### src/rtl/pipe_reg_pkg.sv
// Shared helpers for the pipe_reg_chain delay line.
package pipe_reg_pkg;

    // Width of a counter that must hold 0..depth inclusive.
    function automatic int unsigned occ_w(input int unsigned depth);
        return $clog2(depth + 1);
    endfunction

endpackage

### src/rtl/pipe_reg_stage.sv
// One pipeline stage: a data register plus its valid bit.
module pipe_reg_stage #(
    parameter int unsigned      WIDTH      = 4,
    parameter bit               RESET_DATA = 1'b1,
    parameter logic [WIDTH-1:0] RESET_VAL  = '0
) (
    input  logic             Clk,
    input  logic             Rst,
    input  logic             En,
    input  logic             Flush,
    input  logic [WIDTH-1:0] D,
    input  logic             D_Valid,
    output logic [WIDTH-1:0] Q,
    output logic             Q_Valid
);

    logic [WIDTH-1:0] data_d, data_q;
    logic             valid_d, valid_q;

    always_comb begin
        valid_d = valid_q;
        data_d  = data_q;
        if (Rst || Flush) begin
            valid_d = 1'b0;
        end else if (En) begin
            valid_d = D_Valid;
            data_d  = D;
        end
    end

    always_ff @(posedge Clk) begin
        valid_q <= valid_d;
    end

    // Data register only sees reset when the datapath reset is enabled.
    if (RESET_DATA) begin : g_data_rst
        always_ff @(posedge Clk) begin
            if (Rst) begin
                data_q <= RESET_VAL;
            end else begin
                data_q <= data_d;
            end
        end
    end else begin : g_data_norst
        always_ff @(posedge Clk) begin
            if (!Rst) begin
                data_q <= data_d;
            end
        end
    end

    assign Q       = data_q;
    assign Q_Valid = valid_q;

endmodule

### src/rtl/pipe_reg_chain.sv
// DEPTH-stage delay line with bubble tracking, stall, flush and occupancy count.
module pipe_reg_chain
    import pipe_reg_pkg::*;
#(
    parameter int unsigned      WIDTH      = 4,
    parameter int unsigned      DEPTH      = 3,
    parameter bit               RESET_DATA = 1'b1,
    parameter logic [WIDTH-1:0] RESET_VAL  = '0,
    localparam int unsigned     OCC_W      = occ_w(DEPTH)
) (
    input  logic             Clk,
    input  logic             Rst,
    input  logic             En,
    input  logic             Flush,
    input  logic [WIDTH-1:0] D,
    input  logic             D_Valid,
    output logic [WIDTH-1:0] Q,
    output logic             Q_Valid,
    output logic [OCC_W-1:0] Occupancy
);

    logic [WIDTH-1:0] data_chain  [DEPTH+1];
    logic             valid_chain [DEPTH+1];
    logic [OCC_W-1:0] occ_d, occ_q;

    assign data_chain[0]  = D;
    assign valid_chain[0] = D_Valid;

    for (genvar i = 0; i < DEPTH; i++) begin : g_stage
        pipe_reg_stage #(
            .WIDTH      (WIDTH),
            .RESET_DATA (RESET_DATA),
            .RESET_VAL  (RESET_VAL)
        ) u_stage (
            .Clk     (Clk),
            .Rst     (Rst),
            .En      (En),
            .Flush   (Flush),
            .D       (data_chain[i]),
            .D_Valid (valid_chain[i]),
            .Q       (data_chain[i+1]),
            .Q_Valid (valid_chain[i+1])
        );
    end

    // An item entering and one leaving on the same edge cancel out.
    always_comb begin
        occ_d = occ_q;
        if (Rst || Flush) begin
            occ_d = '0;
        end else if (En) begin
            occ_d = occ_q + OCC_W'(D_Valid) - OCC_W'(valid_chain[DEPTH]);
        end
    end

    always_ff @(posedge Clk) begin
        occ_q <= occ_d;
    end

    assign Q         = data_chain[DEPTH];
    assign Q_Valid   = valid_chain[DEPTH];
    assign Occupancy = occ_q;

endmodule

### config.mk
export PLATFORM = sky130hd
export DESIGN_NAME = pipe_reg_chain
export DESIGN_NICKNAME = d
export VERILOG_FILES = /design/src/rtl/pipe_reg_pkg.sv /design/src/rtl/pipe_reg_stage.sv /design/src/rtl/pipe_reg_chain.sv
export SDC_FILE = /design/constraint.sdc
export NUM_CORES = 1
export LEC_CHECK = 0
export CELL_PAD_IN_SITES_DETAIL_PLACEMENT = 1
export CELL_PAD_IN_SITES_GLOBAL_PLACEMENT = 1
export CORE_MARGIN = 2
export CORE_UTILIZATION = 41
export DETAILED_ROUTE_END_ITERATION = 7
export PLACE_DENSITY_LB_ADDON = 0.12
export SYNTH_ARGS = -nofsm -noshare
export SYNTH_HDL_FRONTEND = slang
export SYNTH_HIERARCHICAL = 1
export SYNTH_SLANG_ARGS = --single-unit
### constraint.sdc
create_clock -name Clk -period 3.45 [get_ports Clk]
set_input_delay 0.69 -clock Clk [delete_from_list [all_inputs] [get_ports Clk]]
set_output_delay 0.69 -clock Clk [all_outputs]
set_load 0.01 [all_outputs]
==> impl_metrics.toml <==
[global_route]
antenna_found_initial = 0
first_global_vias = 606
grt_max_degree = 31
grt_pass1_wl_mm = 2.80
overflow = 0
globalRouteTotalUtil = 0.183

[synth]
synth_top_area_share = 0.425
syn_inst = 73
synthXorXnorAreaFrac = 0.0109
synth_edf_count = 0
synth_area_um2 = 801
syn-num-nets = 84
synth_top_area_cell = "dfxtp_1"
synth_compound_area_frac = 0.105
synthTopCellsByArea = "dfxtp_1 43%, nand4bb_1 17%, nand2b_1 9.4%, o21ai_1 7.5%, nor2b_4 5.2%"
synth_fa_ha_area_frac = 0.0313
yosys_register_bits = 17
synth_warnings = 6
synth_common_cells = "17 x dfxtp_1, 12 x nand2b_1, 12 x nand4bb_1, 12 x o21ai_1, 4 x mux2i_1"
synth_top_family_by_area = "simple AND/OR/NAND/NOR gates"
yosys_most_used_dff = "dfxtp_1"
synth.avg_cell_area_um2 = 11.0
synth_most_common_cell = "dfxtp_1"
async_flop_share = 0
yosys.area_share.simple = 0.364
yosysSeqAreaShare = 0.425
netlist-cell-type-count = 13
muxShareOfSynthArea = 0.0500

[clock_tree]
cts_setup_buffers = 0
clockBufferDepth = 2
cts_sinks = 17
postCtsHoldBufs = 0
cts_tree = "built"
clock_latency_ps = 280
clk_transition_reported_paths_ps = 90
numCtsBuffers = 3
cts_root_buf = "clkbuf_4"
cts-htree-levels = 1
cts_resized = 0

[detailed_routing]
dr.first_iter.drc_count = 4
ant_nets = 0
vias = 606
wirelength_mm = 1.67
drcViolationCount = 0
wire_per_inst_um = 14.3
vias_per_cell = 5.18
drt_pass1_iterations = 4

[layout]
layout.nets = 104
n_antenna_cell = 0
num-fill-cells = 208
final_area_um2 = 1010
drive_gt1_frac = 0.109
area_growth_syn_to_layout_pct = 25.9

[timing]
max-slew-margin-rel = 0.387
setup_violations = 0
report.final.hold_viol_count = 0
finalCritPeriodShare = 0.579
min_period_ps = 2000
finalSetupTns_ps = 0
fin_skew_ps = 1.78
rsz0062_at_grt = "false"
setup_ws_ps = 1450
drv_slew = 0
tightestPinTransition_ps = 916
fmax_mhz = 500

[worst_setup_path]
crit_start = "Flush"
start_kind = "input pin"
path_class = "input pin to flop"
rrSetupSlack_ps = 1830
endpoint = "Occupancy[1]"
endpoint_kind = "flop"
reg2reg_depth = 7
critPathMaxFanout = 21
critPathArrivalTime_ps = 2230
reg2reg_to = "Occupancy[1]"
critPathRequiredTime_ps = 3680
timing.rr.start = "Occupancy[0]"

[placed_design]
dp_slack_ps = 1140
dp_hpwl_mm = 1.17
place_congestion = 0.645
dpl_cell_area_um2 = 982
port-buffer-count = 15

[die]
die_y_um = 48.2
io-pin-count = 16
design.core.area_um2 = 1780
die-area_um2 = 2320
die_x_um = 48.2
rows = 15
start_util = 0.449

[power]
p_per_area_nw_per_um2 = 346
p_leak_nw = 0.357
irDropWorstVdd_v = 0.000249
finalPower_mw = 0.349

[status]
status = "finished clean"

[worst_hold_path]
hold_class = "flop to flop"

[job]
maxCapViolations = 0
## worst min-delay path by stage
| stage | slack [ps] | cells after the start | from | endpoint |
|---|---|---|---|---|
| 6_report | 470 | 2 | g_stage[2].u_stage/Q[3] | g_stage[2].u_stage/Q[3] |
| 3_3_place_gp | 450 | 2 | g_stage[2].u_stage/Q[0] | g_stage[2].u_stage/Q[0] |
| 5_1_grt | 490 | 2 | g_stage[2].u_stage/Q[3] | g_stage[2].u_stage/Q[3] |
| 4_1_cts | 470 | 2 | g_stage[2].u_stage/Q[3] | g_stage[2].u_stage/Q[3] |
| 3_5_place_dp | 460 | 2 | g_stage[2].u_stage/Q[3] | g_stage[2].u_stage/Q[3] |
| 2_1_floorplan | 440 | 2 | g_stage[0].u_stage/Q[2] | g_stage[0].u_stage/Q[2] |
## where the power goes
group / internal (mW) / switching, mW / total, mW
Clock: 0.0449 / 0.0566 / 0.101
Combinational: 0.0238 / 0.0209 / 0.0447
Sequential: 0.200 / 0.00242 / 0.203
## state kept, by name, indices dropped and copies added (netlist names)
| signal | cells |
|---|---|
| Occupancy | 2 |
| g_stage.u_stage/Q | 12 |
| g_stage.u_stage/Q_Valid | 3 |
## per-layer routing
layer,part of all wire,vias up,track usage,routed length (µm)
met3,0.034,2,0.0556,57
met2,0.50,15,0.295,832
li1,-,307,-,-
met5,0,-,0,0
met1,0.46,282,0.224,764
met4,0.011,0,0.0811,19
## metrics by stage
stage / hold slack [ps] / util / instances
after CTS: 470 / 0.566 / 117
final: 467 / 0.566 / 117
after global routing: 485 / 0.566 / 117
after detailed placement: 455 / 0.551 / 113
after floorplan: 442 / - / 73
after global placement: 453 / 0.551 / 113
## cells in the final DEF (no fill, tap or decap)
cell type        instances
clkbuf_1                 1
a2111oi_2                1
xor2_1                   1
a31o_1                   1
inv_1                    3
nor3_2                   3
clkdlybuf4s50_1         15
clkbuf_4                 3
o21ai_1                 12
nor3_1                   2
nand4bb_1               12
nor2b_4                  3
ha_1                     2
mux2i_1                  4
nand2b_1                12
dfxtp_1                 17
## layout make-up
cell class                      instances  area, µm²  area share
Inverter                                3       11.3      0.0112
Sequential cell                        17        340       0.337
Tap cell                               25       31.3      0.0310
Timing Repair Buffer                   15        150       0.149
Clock buffer                            4       26.3      0.0261
Multi-Input combinational cell         53        449       0.445
## critical path, stage by stage
cell and delay (ps):
clkdlybuf4s50_1 880, a2111oi_2 510, a31o_1 140
## cells by family after synthesis
| family | after synthesis |
|---|---|
| fa+ha+maj | 2 |
| flops | 17 |
| mux | 4 |
| simple gates | 32 |
| compound gates | 14 |
| xor+xnor | 1 |
| buf+inv | 3 |
Power figures use the tool's default switching activity.
